===== src/rtl/mem_port_arbiter_pkg.sv =====
// Shared types and default sizing for the fetch/data memory port arbiter.
package mem_port_arbiter_pkg;

   localparam int unsigned ADDR_W_DEF      = 32;
   localparam int unsigned DATA_W_DEF      = 32;
   localparam int unsigned TIMEOUT_CYC_DEF = 255;
   localparam int unsigned BE_W            = 4;

   localparam logic [BE_W-1:0] BE_WORD = 4'b1111;

   typedef enum logic [1:0] {
      ARB_IDLE   = 2'd0,
      ARB_GNT_DM = 2'd1,
      ARB_GNT_IF = 2'd2
   } arb_state_e;

endpackage


===== src/rtl/mem_port_arbiter_if.sv =====
// Pipeline-side request ports and memory-bus signals of the arbiter.
// The master modport is the arbiter's view; the slave modport is its environment.
interface mem_port_arbiter_if #(
   parameter int unsigned ADDR_W = mem_port_arbiter_pkg::ADDR_W_DEF,
   parameter int unsigned DATA_W = mem_port_arbiter_pkg::DATA_W_DEF
) ();

   logic              i_if_req;
   logic [ADDR_W-1:0] i_if_addr;
   logic [DATA_W-1:0] o_if_rdata;
   logic              o_if_valid;
   logic              o_if_err;
   logic              o_if_stall;

   logic              i_dm_req;
   logic              i_dm_we;
   logic [3:0]        i_dm_be;
   logic [ADDR_W-1:0] i_dm_addr;
   logic [DATA_W-1:0] i_dm_wdata;
   logic [DATA_W-1:0] o_dm_rdata;
   logic              o_dm_valid;
   logic              o_dm_err;
   logic              o_dm_stall;

   logic              o_bus_req;
   logic              o_bus_we;
   logic [3:0]        o_bus_be;
   logic [ADDR_W-1:0] o_bus_addr;
   logic [DATA_W-1:0] o_bus_wdata;
   logic              i_bus_ready;
   logic [DATA_W-1:0] i_bus_rdata;
   logic              i_bus_err;
   logic              o_timeout;

   modport master (
      input  i_if_req, i_if_addr,
      output o_if_rdata, o_if_valid, o_if_err, o_if_stall,
      input  i_dm_req, i_dm_we, i_dm_be, i_dm_addr, i_dm_wdata,
      output o_dm_rdata, o_dm_valid, o_dm_err, o_dm_stall,
      output o_bus_req, o_bus_we, o_bus_be, o_bus_addr, o_bus_wdata,
      input  i_bus_ready, i_bus_rdata, i_bus_err,
      output o_timeout
   );

   modport slave (
      output i_if_req, i_if_addr,
      input  o_if_rdata, o_if_valid, o_if_err, o_if_stall,
      output i_dm_req, i_dm_we, i_dm_be, i_dm_addr, i_dm_wdata,
      input  o_dm_rdata, o_dm_valid, o_dm_err, o_dm_stall,
      input  o_bus_req, o_bus_we, o_bus_be, o_bus_addr, o_bus_wdata,
      output i_bus_ready, i_bus_rdata, i_bus_err,
      input  o_timeout
   );

endinterface


===== src/rtl/mem_port_arbiter_watchdog.sv =====
// Per-transfer wait counter; flags the wait cycle that reaches TIMEOUT_CYC (0 disables it).
module mem_port_arbiter_watchdog
   import mem_port_arbiter_pkg::*;
#(
   parameter int unsigned TIMEOUT_CYC = TIMEOUT_CYC_DEF
) (
   input  logic i_clk,
   input  logic i_rst,
   input  logic i_clr,
   input  logic i_en,
   output logic o_expired_c
);

   localparam int unsigned CNT_W = (TIMEOUT_CYC == 0) ? 1 : $clog2(TIMEOUT_CYC + 1);
   localparam logic [CNT_W-1:0] CNT_MAX  = CNT_W'(TIMEOUT_CYC);
   localparam logic [CNT_W-1:0] CNT_LAST = (TIMEOUT_CYC == 0) ? '0 : CNT_W'(TIMEOUT_CYC - 1);

   logic [CNT_W-1:0] cnt_q, cnt_d;

   always_comb begin
      cnt_d = cnt_q;
      if (i_clr) begin
         cnt_d = '0;
      end else if (i_en && (cnt_q != CNT_MAX)) begin
         cnt_d = cnt_q + CNT_W'(1);
      end
   end

   // The current wait cycle is the TIMEOUT_CYC-th one when TIMEOUT_CYC-1 have already elapsed.
   assign o_expired_c = (TIMEOUT_CYC != 0) && i_en && (cnt_q == CNT_LAST);

   always_ff @(posedge i_clk or posedge i_rst) begin
      if (i_rst) begin
         cnt_q <= '0;
      end else begin
         cnt_q <= cnt_d;
      end
   end

endmodule


===== src/rtl/mem_port_arbiter.sv =====
// Shares one memory bus between the fetch and load/store ports: data has priority, one transfer
// in flight, registered bus outputs, one-cycle completion pulses with error/timeout reporting.
module mem_port_arbiter
   import mem_port_arbiter_pkg::*;
#(
   parameter int unsigned ADDR_W      = ADDR_W_DEF,
   parameter int unsigned DATA_W      = DATA_W_DEF,
   parameter int unsigned TIMEOUT_CYC = TIMEOUT_CYC_DEF
) (
   input logic                i_clk,
   input logic                i_rst,
   mem_port_arbiter_if.master io
);

   arb_state_e        state_q, state_d;
   logic              bus_req_q, bus_req_d;
   logic              bus_we_q, bus_we_d;
   logic [BE_W-1:0]   bus_be_q, bus_be_d;
   logic [ADDR_W-1:0] bus_addr_q, bus_addr_d;
   logic [DATA_W-1:0] bus_wdata_q, bus_wdata_d;
   logic              if_valid_q, if_valid_d;
   logic              if_err_q, if_err_d;
   logic [DATA_W-1:0] if_rdata_q, if_rdata_d;
   logic              dm_valid_q, dm_valid_d;
   logic              dm_err_q, dm_err_d;
   logic [DATA_W-1:0] dm_rdata_q, dm_rdata_d;
   logic              timeout_q, timeout_d;

   logic dm_elig, if_elig, xfer_done, wd_clr, wd_en, wd_expired;

   // A port whose completion pulse is out this cycle is still retiring its old request.
   assign dm_elig   = io.i_dm_req & ~dm_valid_q;
   assign if_elig   = io.i_if_req & ~if_valid_q;
   assign xfer_done = bus_req_q & io.i_bus_ready;
   assign wd_clr    = (state_q == ARB_IDLE);
   assign wd_en     = (state_q != ARB_IDLE) & bus_req_q & ~io.i_bus_ready;

   mem_port_arbiter_watchdog #(
      .TIMEOUT_CYC (TIMEOUT_CYC)
   ) u_watchdog (
      .i_clk       (i_clk),
      .i_rst       (i_rst),
      .i_clr       (wd_clr),
      .i_en        (wd_en),
      .o_expired_c (wd_expired)
   );

   always_comb begin
      state_d     = state_q;
      bus_req_d   = bus_req_q;
      bus_we_d    = bus_we_q;
      bus_be_d    = bus_be_q;
      bus_addr_d  = bus_addr_q;
      bus_wdata_d = bus_wdata_q;
      if_valid_d  = 1'b0;
      if_err_d    = if_err_q;
      if_rdata_d  = if_rdata_q;
      dm_valid_d  = 1'b0;
      dm_err_d    = dm_err_q;
      dm_rdata_d  = dm_rdata_q;
      timeout_d   = timeout_q;

      unique case (state_q)
         ARB_IDLE: begin
            if (dm_elig) begin
               state_d     = ARB_GNT_DM;
               bus_req_d   = 1'b1;
               bus_we_d    = io.i_dm_we;
               bus_be_d    = io.i_dm_be;
               bus_addr_d  = io.i_dm_addr;
               bus_wdata_d = io.i_dm_wdata;
            end else if (if_elig) begin
               state_d     = ARB_GNT_IF;
               bus_req_d   = 1'b1;
               bus_we_d    = 1'b0;
               bus_be_d    = BE_WORD;
               bus_addr_d  = io.i_if_addr;
               bus_wdata_d = '0;
            end
         end
         ARB_GNT_DM, ARB_GNT_IF: begin
            if (xfer_done) begin
               state_d   = ARB_IDLE;
               bus_req_d = 1'b0;
               if (state_q == ARB_GNT_DM) begin
                  dm_valid_d = 1'b1;
                  dm_err_d   = io.i_bus_err;
                  if (!bus_we_q) begin
                     dm_rdata_d = io.i_bus_rdata;
                  end
               end else begin
                  if_valid_d = 1'b1;
                  if_err_d   = io.i_bus_err;
                  if_rdata_d = io.i_bus_rdata;
               end
            end else if (wd_expired) begin
               // No ready within the budget: retire the transfer as an error with zero data.
               state_d   = ARB_IDLE;
               bus_req_d = 1'b0;
               timeout_d = 1'b1;
               if (state_q == ARB_GNT_DM) begin
                  dm_valid_d = 1'b1;
                  dm_err_d   = 1'b1;
                  dm_rdata_d = '0;
               end else begin
                  if_valid_d = 1'b1;
                  if_err_d   = 1'b1;
                  if_rdata_d = '0;
               end
            end
         end
         default: state_d = ARB_IDLE;
      endcase
   end

   always_ff @(posedge i_clk or posedge i_rst) begin
      if (i_rst) begin
         state_q     <= ARB_IDLE;
         bus_req_q   <= 1'b0;
         bus_we_q    <= 1'b0;
         bus_be_q    <= '0;
         bus_addr_q  <= '0;
         bus_wdata_q <= '0;
         if_valid_q  <= 1'b0;
         if_err_q    <= 1'b0;
         if_rdata_q  <= '0;
         dm_valid_q  <= 1'b0;
         dm_err_q    <= 1'b0;
         dm_rdata_q  <= '0;
         timeout_q   <= 1'b0;
      end else begin
         state_q     <= state_d;
         bus_req_q   <= bus_req_d;
         bus_we_q    <= bus_we_d;
         bus_be_q    <= bus_be_d;
         bus_addr_q  <= bus_addr_d;
         bus_wdata_q <= bus_wdata_d;
         if_valid_q  <= if_valid_d;
         if_err_q    <= if_err_d;
         if_rdata_q  <= if_rdata_d;
         dm_valid_q  <= dm_valid_d;
         dm_err_q    <= dm_err_d;
         dm_rdata_q  <= dm_rdata_d;
         timeout_q   <= timeout_d;
      end
   end

   assign io.o_bus_req   = bus_req_q;
   assign io.o_bus_we    = bus_we_q;
   assign io.o_bus_be    = bus_be_q;
   assign io.o_bus_addr  = bus_addr_q;
   assign io.o_bus_wdata = bus_wdata_q;
   assign io.o_if_valid  = if_valid_q;
   assign io.o_if_err    = if_err_q;
   assign io.o_if_rdata  = if_rdata_q;
   assign io.o_dm_valid  = dm_valid_q;
   assign io.o_dm_err    = dm_err_q;
   assign io.o_dm_rdata  = dm_rdata_q;
   assign io.o_timeout   = timeout_q;
   assign io.o_if_stall  = io.i_if_req & ~if_valid_q;
   assign io.o_dm_stall  = io.i_dm_req & ~dm_valid_q;

endmodule

===== src/flat_wrapper.sv =====
// flat-port wrapper written by rule: the top's interface ports become plain ports
module mem_port_arbiter_flat import mem_port_arbiter_pkg::*;
#(
   parameter int unsigned ADDR_W      = ADDR_W_DEF,
   parameter int unsigned DATA_W      = DATA_W_DEF,
   parameter int unsigned TIMEOUT_CYC = TIMEOUT_CYC_DEF
)
  (i_clk, i_rst, io_i_if_req, io_i_if_addr, io_o_if_rdata, io_o_if_valid, io_o_if_err, io_o_if_stall, io_i_dm_req, io_i_dm_we, io_i_dm_be, io_i_dm_addr, io_i_dm_wdata, io_o_dm_rdata, io_o_dm_valid, io_o_dm_err, io_o_dm_stall, io_o_bus_req, io_o_bus_we, io_o_bus_be, io_o_bus_addr, io_o_bus_wdata, io_i_bus_ready, io_i_bus_rdata, io_i_bus_err, io_o_timeout);
  mem_port_arbiter_if #(.ADDR_W(ADDR_W), .DATA_W(DATA_W)) io_i ();
  input logic i_clk;
  input logic i_rst;
  input wire logic [$bits(io_i.i_if_req)-1:0] io_i_if_req;
  input wire logic [$bits(io_i.i_if_addr)-1:0] io_i_if_addr;
  output wire logic [$bits(io_i.o_if_rdata)-1:0] io_o_if_rdata;
  output wire logic [$bits(io_i.o_if_valid)-1:0] io_o_if_valid;
  output wire logic [$bits(io_i.o_if_err)-1:0] io_o_if_err;
  output wire logic [$bits(io_i.o_if_stall)-1:0] io_o_if_stall;
  input wire logic [$bits(io_i.i_dm_req)-1:0] io_i_dm_req;
  input wire logic [$bits(io_i.i_dm_we)-1:0] io_i_dm_we;
  input wire logic [$bits(io_i.i_dm_be)-1:0] io_i_dm_be;
  input wire logic [$bits(io_i.i_dm_addr)-1:0] io_i_dm_addr;
  input wire logic [$bits(io_i.i_dm_wdata)-1:0] io_i_dm_wdata;
  output wire logic [$bits(io_i.o_dm_rdata)-1:0] io_o_dm_rdata;
  output wire logic [$bits(io_i.o_dm_valid)-1:0] io_o_dm_valid;
  output wire logic [$bits(io_i.o_dm_err)-1:0] io_o_dm_err;
  output wire logic [$bits(io_i.o_dm_stall)-1:0] io_o_dm_stall;
  output wire logic [$bits(io_i.o_bus_req)-1:0] io_o_bus_req;
  output wire logic [$bits(io_i.o_bus_we)-1:0] io_o_bus_we;
  output wire logic [$bits(io_i.o_bus_be)-1:0] io_o_bus_be;
  output wire logic [$bits(io_i.o_bus_addr)-1:0] io_o_bus_addr;
  output wire logic [$bits(io_i.o_bus_wdata)-1:0] io_o_bus_wdata;
  input wire logic [$bits(io_i.i_bus_ready)-1:0] io_i_bus_ready;
  input wire logic [$bits(io_i.i_bus_rdata)-1:0] io_i_bus_rdata;
  input wire logic [$bits(io_i.i_bus_err)-1:0] io_i_bus_err;
  output wire logic [$bits(io_i.o_timeout)-1:0] io_o_timeout;
  assign io_i.i_if_req = io_i_if_req;
  assign io_i.i_if_addr = io_i_if_addr;
  assign io_o_if_rdata = io_i.o_if_rdata;
  assign io_o_if_valid = io_i.o_if_valid;
  assign io_o_if_err = io_i.o_if_err;
  assign io_o_if_stall = io_i.o_if_stall;
  assign io_i.i_dm_req = io_i_dm_req;
  assign io_i.i_dm_we = io_i_dm_we;
  assign io_i.i_dm_be = io_i_dm_be;
  assign io_i.i_dm_addr = io_i_dm_addr;
  assign io_i.i_dm_wdata = io_i_dm_wdata;
  assign io_o_dm_rdata = io_i.o_dm_rdata;
  assign io_o_dm_valid = io_i.o_dm_valid;
  assign io_o_dm_err = io_i.o_dm_err;
  assign io_o_dm_stall = io_i.o_dm_stall;
  assign io_o_bus_req = io_i.o_bus_req;
  assign io_o_bus_we = io_i.o_bus_we;
  assign io_o_bus_be = io_i.o_bus_be;
  assign io_o_bus_addr = io_i.o_bus_addr;
  assign io_o_bus_wdata = io_i.o_bus_wdata;
  assign io_i.i_bus_ready = io_i_bus_ready;
  assign io_i.i_bus_rdata = io_i_bus_rdata;
  assign io_i.i_bus_err = io_i_bus_err;
  assign io_o_timeout = io_i.o_timeout;
  mem_port_arbiter #(.ADDR_W(ADDR_W), .DATA_W(DATA_W), .TIMEOUT_CYC(TIMEOUT_CYC)) u_core (.i_clk(i_clk), .i_rst(i_rst), .io(io_i));
endmodule

===== config.mk =====
export PLATFORM = sky130hd
export DESIGN_NAME = mem_port_arbiter_flat
export DESIGN_NICKNAME = d
export VERILOG_FILES = /design/src/rtl/mem_port_arbiter_pkg.sv /design/src/rtl/mem_port_arbiter_if.sv /design/src/rtl/mem_port_arbiter_watchdog.sv /design/src/rtl/mem_port_arbiter.sv /design/src/flat_wrapper.sv
export SDC_FILE = /design/constraint.sdc
export NUM_CORES = 1
export LEC_CHECK = 0
export ABC_AREA = 1
export ABC_CLOCK_PERIOD_IN_PS = 10100
export BUFFER_PORTS_ARGS = -buffer_cell sky130_fd_sc_hd__buf_2
export CELL_PAD_IN_SITES_DETAIL_PLACEMENT = 1
export CELL_PAD_IN_SITES_GLOBAL_PLACEMENT = 2
export CORE_MARGIN = 2
export CORE_UTILIZATION = 28
export DETAILED_ROUTE_END_ITERATION = 8
export HOLD_SLACK_MARGIN = 0.15
export PLACE_DENSITY = 0.93
export SYNTH_ARGS = -nofsm -noshare
export SYNTH_HDL_FRONTEND = slang
export SYNTH_HIERARCHICAL = 1
export SYNTH_SLANG_ARGS = --single-unit

===== constraint.sdc =====
create_clock -name i_clk -period 10.1 [get_ports i_clk]
set_clock_uncertainty 0.2 [all_clocks]
set_input_delay 1.01 -clock i_clk [delete_from_list [all_inputs] [get_ports i_clk]]
set_output_delay 1.01 -clock i_clk [all_outputs]
set_load 0.005 [all_outputs]

==> results of run 1 <==
flip-flops by register name (all words and copies together) (netlist names):
register and cells:
u_core/io.o_bus_addr 32, u_core/io.o_bus_be 4, u_core/io.o_bus_req 1, u_core/io.o_bus_wdata 32, u_core/io.o_bus_we 1, u_core/io.o_dm_err 1, u_core/io.o_dm_rdata 32, u_core/io.o_dm_valid 1
u_core/io.o_if_err 1, u_core/io.o_if_rdata 32, u_core/io.o_if_valid 1, u_core/io.o_timeout 1, u_core/state_q 2, u_core/u_watchdog/cnt_q 8
cell families after synthesis:
logic type      share of synthesized area, %
buf+inv                                 6.33
fa+ha+maj                               1.11
xor+xnor                               0.260
simple gates                            33.8
flops                                   55.3
compound gates                          3.19
how the worst min path moves through the flow:
stage / from / endpoint / slack, ps / cells after the start
6_report: u_core/io.o_bus_wdata[29]$_DFFE_PP0P_ / u_core/io.o_bus_wdata[29]$_DFFE_PP0P_ / 270 / 2
3_3_place_gp: u_core/io.o_timeout$_DFFE_PP0P_ / u_core/io.o_timeout$_DFFE_PP0P_ / 250 / 1
3_5_place_dp: u_core/io.o_bus_wdata[29]$_DFFE_PP0P_ / u_core/io.o_bus_wdata[29]$_DFFE_PP0P_ / 250 / 2
2_1_floorplan: u_core/state_q[1]$_DFFE_PP0P_ / u_core/state_q[1]$_DFFE_PP0P_ / 240 / 2
4_1_cts: u_core/io.o_bus_wdata[29]$_DFFE_PP0P_ / u_core/io.o_bus_wdata[29]$_DFFE_PP0P_ / 270 / 2
5_1_grt: u_core/io.o_bus_addr[2]$_DFFE_PP0P_ / u_core/io.o_bus_addr[2]$_DFFE_PP0P_ / 290 / 2
cells in the final DEF (no fill, tap or decap), types with 3 or more instances in the layout:
master	synthesis	layout
o21ai_0	34	34
ha_1	6	5
nor2_1	57	57
clkinvlp_4	0	3
nand3_1	44	44
inv_1	51	50
buf_2	10	279
clkbuf_16	0	17
inv_2	4	4
nand2_2	6	6
inv_6	0	3
dfrtp_1	149	149
nand2_1	462	462
o21ai_1	3	3
buf_4	3	7
bufinv_16	0	4
Yosys cell counts, types with 2 or more instances:
library cell / instances
nand2_1: 462
o21ai_1: 3
nor2_4: 2
nand4_1: 2
buf_4: 3
xor2_1: 2
ha_1: 6
clkbuf_1: 21
inv_2: 4
nor2_2: 2
nor2_1: 57
nand3_1: 44
buf_2: 10
buf_6: 5
dfrtp_1: 149
buf_1: 2
nand2_2: 6
o21ai_0: 34
inv_1: 51
metal layers:
metal / share of wire, % / routed length [um] / vias up / global-route usage, %
li1: - / - / 3172 / -
met1: 43 / 9460 / 3074 / 21.3
met2: 50 / 11100 / 155 / 31.0
met3: 4.5 / 992 / 25 / 3.88
met4: 2.2 / 476 / 0 / 6.86
met5: 0 / 0 / - / 0
final cells by class:
type                    instances  share of cell area, %
flip-flops and latches        149                   41.4
multi-input cells             626                   28.7
repair buffers                286                   16.1
clock buffers                  18                   4.88
well taps                     319                   4.43
inverters                      56                   2.40
clock inverters                11                   1.97
diodes                          2                 0.0556
worst min-delay path, cell delays in order (launching register included):
cell	delay [ps]
dfrtp_1	340
nand2_1	50
nand2_1	40
where the power goes:
part	switching, W	total [W]	internal, W
clock network	0.000256	0.000675	0.000419
registers	0.000129	0.000951	0.000823
logic	0.000529	0.000840	0.000311
total	0.000914	0.00247	0.00155
stage by stage:
| stage | worst slack (ps) | std cells | util (%) | area, um^2 | hold slack, ps |
|---|---|---|---|---|---|
| after floorplan | 5110 | 872 | - | 6740 | 242 |
| after global placement | 6090 | 1436 | 35.6 | 8380 | 250 |
| after detailed placement | 6100 | 1436 | 35.6 | 8380 | 253 |
| after CTS | 6140 | 1465 | 38.2 | 9000 | 268 |
| after global routing | 5700 | 1467 | 38.2 | 9000 | 286 |
| final | 6200 | 1467 | 38.2 | 9000 | 266 |
==> out/qor.yml, run 1 <==
status:
  status: "completed"
cells_and_area:
  seq_area_um2: 3730
  areaGrowthSynthToFinish_pct: 33.6
  fillers: 3024
  drive_gt1_share_pct: 29.3
  final_net_count: 1281
  multi_input_area_um2: 2590
sta:
  final_max_slew_viol_count: 0
  tns_ps: 0
  finalSetupViolCount: 0
  fin_crit_ps: 3900
  finalHoldViolCount: 0
  worstMarginPinSlew_ps: 1020
  slew_headroom_pct: 31.8
  finalCritPeriodShare_pct: 38.6
  rsz0062_at_grt: "no"
  clock.fmax_mhz: 257
drt:
  drt_first_pass_iters: 5
  final_antenna_net_count: 0
  vias: 6426
  viasPerCell: 4.38
  drt_iter0_markers: 262
  wl_um: 22000
  drc: 0
  wl_per_cell_um: 15.0
floorplanning:
  fp.dieW_um: 159
  die_h_um: 159
  core-area_um2: 23500
  initial_utilization_pct: 28.6
  io_pins: 280
  dieArea_um2: 25300
  num_rows: 56
clocking:
  cts.path.max_buffers: 2
  clk_latency_ps: 410
  clk_transition_reported_paths_ps: 60
  numCtsBuffers: 17
  cts_setup_buffers: 0
  cts_tree: "done"
  cts.sink_count: 149
  hold_buffers: 0
  clock-root-buffer: "clkbuf_16"
  ctsResizeCount: 0
  htreeDepth: 4
power:
  vdd_ir_drop_max_mv: 0.0915
  p_leak_nw: 5.36
  total_power_w: 0.00247
  powerDensity_nw_per_um2: 274
synthesis:
  syn_area_um2: 6740
  synth_edf_count: 0
  syn_inst: 872
  synth_top_area_share_pct: 55.3
  syn_area_per_cell_um2: 7.73
  seq_area_frac_synth_pct: 55.3
  synth_area_leader_cell: "dfrtp_1"
  synth_area_leaders: "dfrtp_1 (55%), nand2_1 (26%), nand3_1 (3.3%)"
  synth.distinct_cells: 26
  syn_nets: 1017
  synth_seq_cells: 149
  ys_warn_count: 6
  async_flop_share_pct: 100
  ys.flop_type: "dfrtp_1"
global_routing:
  grt.overflow.total: 0
  grt_max_degree: 83
  grtUsageTotal_pct: 17.7
  grt_pass1_wl_um: 36000
  first_global_vias: 6795
  antenna_found_initial: 2
worst_setup_path:
  crit_end: "u_core/io.o_if_rdata[1]$_DFFE_PP0P_"
  worstPathCellList: "inv_1, ha_1, inv_1, nand2_1, nor2_1, nand2_1, nor4_1, inv_1, nand2_1, nand2_2, nor2_4, nand2_1, nand2_1"
  r2r_cells: 13
  cp_slowest_cell: "nor2_4"
  required_ps: 10250
  crit_path_end_kind: "register"
  rr_startpoint: "u_core/state_q[0]$_DFFE_PP0P_"
  arrival_ps: 4050
  r2r_setup_slack_ps: 6200
  cpMostUsedCell: "nand2_1"
  setup.worst_path.start: "u_core/state_q[0]$_DFFE_PP0P_"
  worstSetupPathType: "reg2reg"
  startpoint_type: "register"
  cp.depth: 13
  worst-path-max-fanout: 37
  crit_family: "simple AND/OR/NAND/NOR gates"
  r2r_end: "u_core/io.o_if_rdata[1]$_DFFE_PP0P_"
  cp_num_buf_inv: 3
  slowest_delay_ps: 870
job:
  cap_violations: 0
placement:
  port_buffers: 279
  gp_congestion: 0.781
  dp_hpwl_um: 15500
worst_hold_path:
  hp-class: "reg2reg"
(Power assumes the default switching activity.)
==> run 2, diff against run 1 <==
--- a/config.mk
+++ b/config.mk
@@ -5,16 +5,16 @@
 export SDC_FILE = /design/constraint.sdc
 export NUM_CORES = 1
 export LEC_CHECK = 0
-export ABC_AREA = 1
-export ABC_CLOCK_PERIOD_IN_PS = 10100
+export ABC_AREA = 0
+export ABC_CLOCK_PERIOD_IN_PS = 3500
 export BUFFER_PORTS_ARGS = -buffer_cell sky130_fd_sc_hd__buf_2
 export CELL_PAD_IN_SITES_DETAIL_PLACEMENT = 1
 export CELL_PAD_IN_SITES_GLOBAL_PLACEMENT = 2
 export CORE_MARGIN = 2
-export CORE_UTILIZATION = 28
+export CORE_UTILIZATION = 27
 export DETAILED_ROUTE_END_ITERATION = 8
 export HOLD_SLACK_MARGIN = 0.15
-export PLACE_DENSITY = 0.93
+export PLACE_DENSITY = 0.83
 export SYNTH_ARGS = -nofsm -noshare
 export SYNTH_HDL_FRONTEND = slang
 export SYNTH_HIERARCHICAL = 1
==> constraint.sdc (replaced) <==
create_clock -name i_clk -period 3.5 [get_ports i_clk]
set_clock_uncertainty 0.2 [all_clocks]
set_input_delay 0.35 -clock i_clk [delete_from_list [all_inputs] [get_ports i_clk]]
set_output_delay 0.35 -clock i_clk [all_outputs]
set_load 0.005 [all_outputs]
==> run 2 against run 1 <==
  * Worst setup slack got worse by 5500 ps
  * Count of clock-buffer cells in the layout down 1
  * Cell count fell by 18%
  * Power increased to 3.0 times the previous value
  * First-iteration DRC count down 29%
  * Critical path type unchanged
  * Register-to-register slack lost 5500 ps
==> out/qor.yml, run 2 <==
global_routing:
  grt.overflow.total: 0  # unchanged
  grtUsageTotal_pct: 16.4  # -1.3 points
  grt_pass1_wl_um: 31600  # -12%
  grt_max_degree: 41  # -51%
  antenna_found_initial: 0  # -2
  first_global_vias: 6038  # -11%
power:
  total_power_w: 0.00742  # +200%
  vdd_ir_drop_max_mv: 0.300  # +230%
  p_leak_nw: 5.10  # -4.8%
  powerDensity_nw_per_um2: 737  # +170%
worst_setup_path:
  crit_path_end_kind: "register"
  cpMostUsedCell: "buf_4"
  r2r_cells: 9  # -4
  required_ps: 3600  # -6650 ps
  worstSetupPathType: "reg2reg"
  crit_end: "u_core/io.o_if_rdata[15]$_DFFE_PP0P_"
  arrival_ps: 2860  # -1190 ps
  r2r_setup_slack_ps: 740  # -5470 ps
  cp_slowest_cell: "dfrtp_1"
  worstPathCellList: "inv_1, ha_1, nor3b_1, buf_4, and3_1, a21oi_2, nor3b_4, buf_4, mux2_2"
  r2r_end: "u_core/io.o_if_rdata[15]$_DFFE_PP0P_"
  rr_startpoint: "u_core/state_q[0]$_DFFE_PP0P_"
  slowest_delay_ps: 390  # -480 ps
  startpoint_type: "register"
  worst-path-max-fanout: 20  # -46%
  setup.worst_path.start: "u_core/state_q[0]$_DFFE_PP0P_"
synthesis:
  synth_top_area_share_pct: 58.4  # +3.0 points
  yosys-mux-area-fraction_pct: 17.3  # +17 points
  synth_commonest_cells: "dfrtp_1 (149), mux2_2 (93), a22o_1 (65)"
  syn_nets: 606  # -40%
  synth_top_family_by_area: "multiplexers"
  synthXorXnorAreaFrac_pct: 0.137  # -0.12 points
  syn_inst: 461  # -47%
  ys_warn_count: 6  # unchanged
  synth.distinct_cells: 46  # +77%
  synthAdderAreaFrac_pct: 1.18  # +0.061 points
  seq_area_frac_synth_pct: 58.4  # +3.0 points
  synth_area_leaders: "dfrtp_1 (58%), mux2_2 (16%), a22o_1 (8.9%)"
  syn_area_um2: 6390  # -5.2%
  ys.flop_type: "dfrtp_1"
  synth_edf_count: 0  # unchanged
  synth.most_common_cell: "dfrtp_1"
  yosys.area_share.simple_pct: 6.74  # -27 points
  synth_area_leader_cell: "dfrtp_1"
  synth-compound-area-share_pct: 12.4  # +9.2 points
  synth_seq_cells: 149  # unchanged
  async_flop_share_pct: 100  # unchanged
  syn_area_per_cell_um2: 13.9  # +79%
clocking:
  numCtsBuffers: 17  # unchanged
  cts.path.max_buffers: 2  # unchanged
  cts_tree: "done"
  clock-root-buffer: "clkbuf_16"
  clk_transition_reported_paths_ps: 70  # about the same
  cts.sink_count: 149  # unchanged
  htreeDepth: 4  # unchanged
  ctsResizeCount: 0  # unchanged
  clk_latency_ps: 410  # about the same
floorplanning:
  num_rows: 56  # unchanged
  initial_utilization_pct: 27.4  # -1.2 points
  io_pins: 280  # unchanged
  die_h_um: 158  # -0.83%
  core-area_um2: 23300  # -0.89%
  fp.dieW_um: 158  # -0.83%
  dieArea_um2: 24900  # -1.7%
sta:
  clock.fmax_mhz: 362  # +41%
  worst_slack_ps: 736  # -5470 ps
  finalCritPeriodShare_pct: 79.0  # +40 points
  slew_headroom_pct: 34.5  # +2.7 points
  fin_crit_ps: 2760  # -1130 ps
  tns_ps: 0  # unchanged
  finalSetupViolCount: 0  # unchanged
  finalHoldViolCount: 0  # unchanged
  worstMarginPinSlew_ps: 982  # -38.9 ps
  final_max_slew_viol_count: 0  # unchanged
  rsz0062_at_grt: "no"
cells_and_area:
  final_common_cell: "buf_2"
  drive_gt1_share_pct: 48.4  # +19 points
  layout_common_cells: "buf_2 (279), dfrtp_1 (149), dlygate4sd3_1 (136)"
  final_net_count: 1021  # -20%
  fillers: 2521  # -17%
  multi_input_area_um2: 2410  # -6.7%
  areaGrowthSynthToFinish_pct: 57.7
  antenna_cells: 0  # -2
  seq_area_um2: 3730  # unchanged
drt:
  final_antenna_net_count: 0  # unchanged
  drt_first_pass_iters: 4  # -1
  vias: 5521  # -14%
  drc: 0  # unchanged
  wl_um: 20900  # -4.9%
  drt_iter0_markers: 186  # -29%
  wl_per_cell_um: 17.3  # +15%
  viasPerCell: 4.57  # +4.3%
placement:
  gp_congestion: 0.709  # -9.2%
  port_buffers: 279  # unchanged
  dp_hpwl_um: 13300  # -14%
  pre_cts_ws_ps: 778  # -5320 ps
worst_hold_path:
  hp-class: "in2async"
job:
  cap_violations: 0  # unchanged
status:
  status: "completed"
## run 2: critical path: cells and delay by family (launching register included)
kind,cells,cell delay [ps]
simple gates,3,800
buf+inv,3,550
flops,1,390
mux,1,390
fa+ha+maj,1,210
compound gates,1,90
## run 2: logic make-up after synthesis
| family | count (synthesis) |
|---|---|
| flops | 149 |
| mux | 98 |
| compound gates | 92 |
| simple gates | 72 |
| buf+inv | 43 |
| fa+ha+maj | 6 |
| xor+xnor | 1 |
## run 2: cell type report
cell class / instances / share of cell area (%)
multi-input combinational: 269 / 24.0
tap: 319 / 3.96
clock inverter: 15 / 1.76
clock buffer: 17 / 4.22
sequential: 149 / 37.0
timing repair buffer: 429 / 28.7
inverter: 10 / 0.410
## run 2: how the worst min path moves through the flow
stage / startpoint / end / slack (ps) / depth (start not counted)
5_1_grt: u_core/io.o_timeout$_DFFE_PP0P_ / u_core/io.o_timeout$_DFFE_PP0P_ / 280 / 1
6_report: i_rst / u_core/u_watchdog/cnt_q[3]$_DFFE_PP0P_ / 270 / 3
3_3_place_gp: i_rst / u_core/u_watchdog/cnt_q[5]$_DFFE_PP0P_ / 170 / 2
4_1_cts: io_i_bus_ready / u_core/u_watchdog/cnt_q[2]$_DFFE_PP0P_ / 240 / 5
2_1_floorplan: i_rst / u_core/u_watchdog/cnt_q[0]$_DFFE_PP0P_ / -30 / 1
3_5_place_dp: i_rst / u_core/u_watchdog/cnt_q[3]$_DFFE_PP0P_ / 170 / 2
## run 2: repair_timing
action | CTS | global route
buffers inserted | 0 | 0
hold buffers | 136 | 0
hold endpoints to repair | 178 | 0
## run 2: per-stage QoR
step,cell area (um^2),utilization [%],instances,hold slack [ps]
finish,10100,43.2,1208,272
global route,10100,43.2,1208,280
CTS,10100,43.2,1208,243
detailed placement,8110,34.8,1040,168
global placement,8110,34.8,1040,173
floorplan,6390,-,461,-34.3
## run 2: layer usage
| layer | up-vias | wire, um | global-route usage (%) |
|---|---|---|---|
| li1 | 2536 | - | - |
| met1 | 2760 | 8280 | 18.2 |
| met2 | 186 | 11000 | 30.0 |
| met3 | 39 | 1120 | 4.33 |
| met4 | 0 | 553 | 6.06 |
| met5 | - | 0 | 0 |
## run 2: where the power goes
| group | total [W] | switching, W | internal, W |
|---|---|---|---|
| Sequential | 0.00280 | 0.000381 | 0.00242 |
| Clock | 0.00185 | 0.000826 | 0.00103 |
| Combinational | 0.00276 | 0.00127 | 0.00150 |
==> run 3, diff against run 2 <==
--- a/config.mk
+++ b/config.mk
@@ -5,16 +5,16 @@
 export SDC_FILE = /design/constraint.sdc
 export NUM_CORES = 1
 export LEC_CHECK = 0
-export ABC_AREA = 0
-export ABC_CLOCK_PERIOD_IN_PS = 3500
+export ABC_AREA = 1
+export ABC_CLOCK_PERIOD_IN_PS = 2900
 export BUFFER_PORTS_ARGS = -buffer_cell sky130_fd_sc_hd__buf_2
 export CELL_PAD_IN_SITES_DETAIL_PLACEMENT = 1
 export CELL_PAD_IN_SITES_GLOBAL_PLACEMENT = 2
 export CORE_MARGIN = 2
-export CORE_UTILIZATION = 27
+export CORE_UTILIZATION = 26
 export DETAILED_ROUTE_END_ITERATION = 8
 export HOLD_SLACK_MARGIN = 0.15
-export PLACE_DENSITY = 0.83
+export PLACE_DENSITY = 0.87
 export SYNTH_ARGS = -nofsm -noshare
 export SYNTH_HDL_FRONTEND = slang
 export SYNTH_HIERARCHICAL = 1
==> constraint.sdc (replaced) <==
create_clock -name i_clk -period 2.9 [get_ports i_clk]
set_clock_uncertainty 0.2 [all_clocks]
set_input_delay 0.29 -clock i_clk [delete_from_list [all_inputs] [get_ports i_clk]]
set_output_delay 0.29 -clock i_clk [all_outputs]
set_load 0.005 [all_outputs]
==> run 3 against run 2 <==
  * Cell count is 35% higher
  * Fmax is 8.0% higher
  * Clock power is 20% higher
  * Sequential share of layout area decreased by 1.3 points
  * Non-clock buffer count increased by 3
  * Combinational power is 17% higher
  * Count of clock-buffer cells in the layout is 1 higher
  * Design area up 3.6%
  * Hold slack worse by 75 ps
  * Worst setup slack lost 400 ps
==> out/qor.yml, run 3 (synthesis results as in run 1) <==
clocking:
  cts_setup_buffers: 0  # unchanged
  clk_transition_reported_paths_ps: 60  # about the same
  cts.sink_count: 149  # unchanged
  cts.path.max_buffers: 2  # unchanged
  cts_tree: "done"
  numCtsBuffers: 17  # unchanged
  clk_latency_ps: 420  # about the same
  htreeDepth: 4  # unchanged
  clock-root-buffer: "clkbuf_16"
drt:
  drt_first_pass_iters: 4  # unchanged
  final_antenna_net_count: 0  # unchanged
  wl_um: 25200  # +20%
  vias: 7080  # +28%
  drc: 0  # unchanged
  wl_per_cell_um: 15.5  # -11%
  viasPerCell: 4.35  # -4.8%
  drt_iter0_markers: 338  # +82%
sta:
  final_max_slew_viol_count: 0  # unchanged
  worst_slack_ps: 340  # -396 ps
  slew_headroom_pct: 40.5  # +6.0 points
  rsz0062_at_grt: "no"
  fin_crit_ps: 2560  # -204 ps
  finalSetupViolCount: 0  # unchanged
  worstMarginPinSlew_ps: 891  # -91.0 ps
  finalCritPeriodShare_pct: 88.3  # +9.3 points
  finalHoldViolCount: 0  # unchanged
  clock.fmax_mhz: 391  # +8.0%
  tns_ps: 0  # unchanged
worst_setup_path:
  rr_startpoint: "u_core/state_q[0]$_DFFE_PP0P_"
  setup.worst_path.start: "u_core/state_q[0]$_DFFE_PP0P_"
  worstSetupPathType: "reg2reg"
  cp_slowest_cell: "dfrtp_1"
  cp.depth: 14  # +5
  r2r_cells: 14  # +5
  required_ps: 3050  # -550 ps
  worstPathCellList: "inv_1, ha_1, inv_1, nand2_1, nor2_1, nand2_1, nor4_2, inv_1, nand2_1, nand2_2, nor2_4, buf_6, nand2_1, nand2_1"
  slowest_delay_ps: 410  # +20 ps
  crit_path_end_kind: "register"
  startpoint_type: "register"
  crit_family: "simple AND/OR/NAND/NOR gates"
  cp_num_buf_inv: 4  # +1
  arrival_ps: 2710  # -150 ps
  cpMostUsedCell: "nand2_1"
  worst-path-max-fanout: 34  # +70%
cells_and_area:
  drive_gt1_share_pct: 27.1  # -21 points
  areaGrowthSynthToFinish_pct: 54.9
  final_common_cell: "nand2_1"
  layout_common_cells: "nand2_1 (462), buf_2 (279), dfrtp_1 (149)"
  final_net_count: 1427  # +40%
  final_area_um2: 10400  # +3.6%
power:
  total_power_w: 0.00875  # +18%
  vdd_ir_drop_max_mv: 0.285  # -5.0%
  powerDensity_nw_per_um2: 839  # +14%
  p_leak_nw: 5.98  # +17%
placement:
  pre_cts_ws_ps: 105  # -673 ps
  gp_congestion: 0.781  # +10%
  dpl_cell_area_um2: 8490  # +4.7%
  port_buffers: 279  # unchanged
  dp_hpwl_um: 16800  # +26%
global_routing:
  grt.overflow.total: 0  # unchanged
  grtUsageTotal_pct: 18.7  # +2.3 points
  grt_pass1_wl_um: 39500  # +25%
  first_global_vias: 7389  # +22%
  antenna_found_initial: 2  # +2
  grt_max_degree: 76  # +85%
worst_hold_path:
  hp-start: "io_i_if_req"
  hp-class: "in2reg"
  hold-path-cell-count: 5
status:
  status: "completed"
floorplanning:
  io_pins: 280  # unchanged
  dieArea_um2: 27200  # +9.3%
  initial_utilization_pct: 26.6  # -0.77 points
  fp.dieW_um: 165  # +4.6%
  die_h_um: 165  # +4.6%
  num_rows: 58  # +3.6%
  core-area_um2: 25300  # +8.5%
job:
  cap_violations: 0  # unchanged
run 3: cell count changes in the layout (fill, tap and decap cells not counted), moves of 39 or more:
cell     delta
a22o_1     -65
inv_1      +41
mux2_2     -93
nand2_1   +458
nand3_1    +39
nor2_1     +45
run 3: power breakdown:
| part | leakage (nW) | internal [W] | switching [W] | total [W] |
|---|---|---|---|---|
| Combinational | 3.79 | 0.00129 | 0.00194 | 0.00324 |
| Sequential | 1.91 | 0.00286 | 0.000436 | 0.00330 |
| Clock | 0.282 | 0.00123 | 0.000985 | 0.00222 |
run 3: stage by stage:
step           util, %  hold WS, ps  cells
3_3_place_gp      33.5         95.0   1458
2_1_floorplan        -        -94.3    872
6_report          41.2          198   1627
3_5_place_dp      33.5          103   1458
5_1_grt           41.2          215   1626
4_1_cts           41.1          190   1625
run 3: layer usage:
metal	GRT usage, %	wire, um	up-vias
met5	0	0	-
met1	22.3	10500	3408
met4	5.97	525	0
li1	-	-	3474
met2	33.8	13100	165
met3	3.47	1040	33
run 3: worst reg2reg max path, delay by kind of cell (launching register included):
| kind | cells | cell delay, ps |
|---|---|---|
| fa+ha+maj | 1 | 210 |
| buf+inv | 4 | 570 |
| simple gates | 9 | 1080 |
| flops | 1 | 410 |
run 3: area by class of cell:
cell class | count | area (um^2)
sequential | 149 | 3730
clock buffer | 18 | 439
fill | 3152 | 14900
timing repair buffer | 432 | 2900
inverter | 56 | 215
clock inverter | 14 | 143
multi-input combinational | 626 | 2590
tap | 330 | 413
antenna | 2 | 5.00
run 3: repair_timing:
action,in CTS,in global routing
endpoints found under the hold margin,166,0
hold buffers,135,0
gates resized for setup,0,3
setup endpoints to repair,0,36
run 3: final timing paths:
kind                                                          end  slack (ps)
min                                 u_core/state_q[1]$_DFFE_PP0P_         200
max reg2reg                  u_core/io.o_if_rdata[16]$_DFFE_PP0P_         340
min in group asynchronous  u_core/u_watchdog/cnt_q[0]$_DFFE_PP0P_         220
max                          u_core/io.o_if_rdata[16]$_DFFE_PP0P_         340
min reg2reg                       u_core/io.o_timeout$_DFFE_PP0P_         270
max in group asynchronous    u_core/io.o_if_rdata[14]$_DFFE_PP0P_        1340
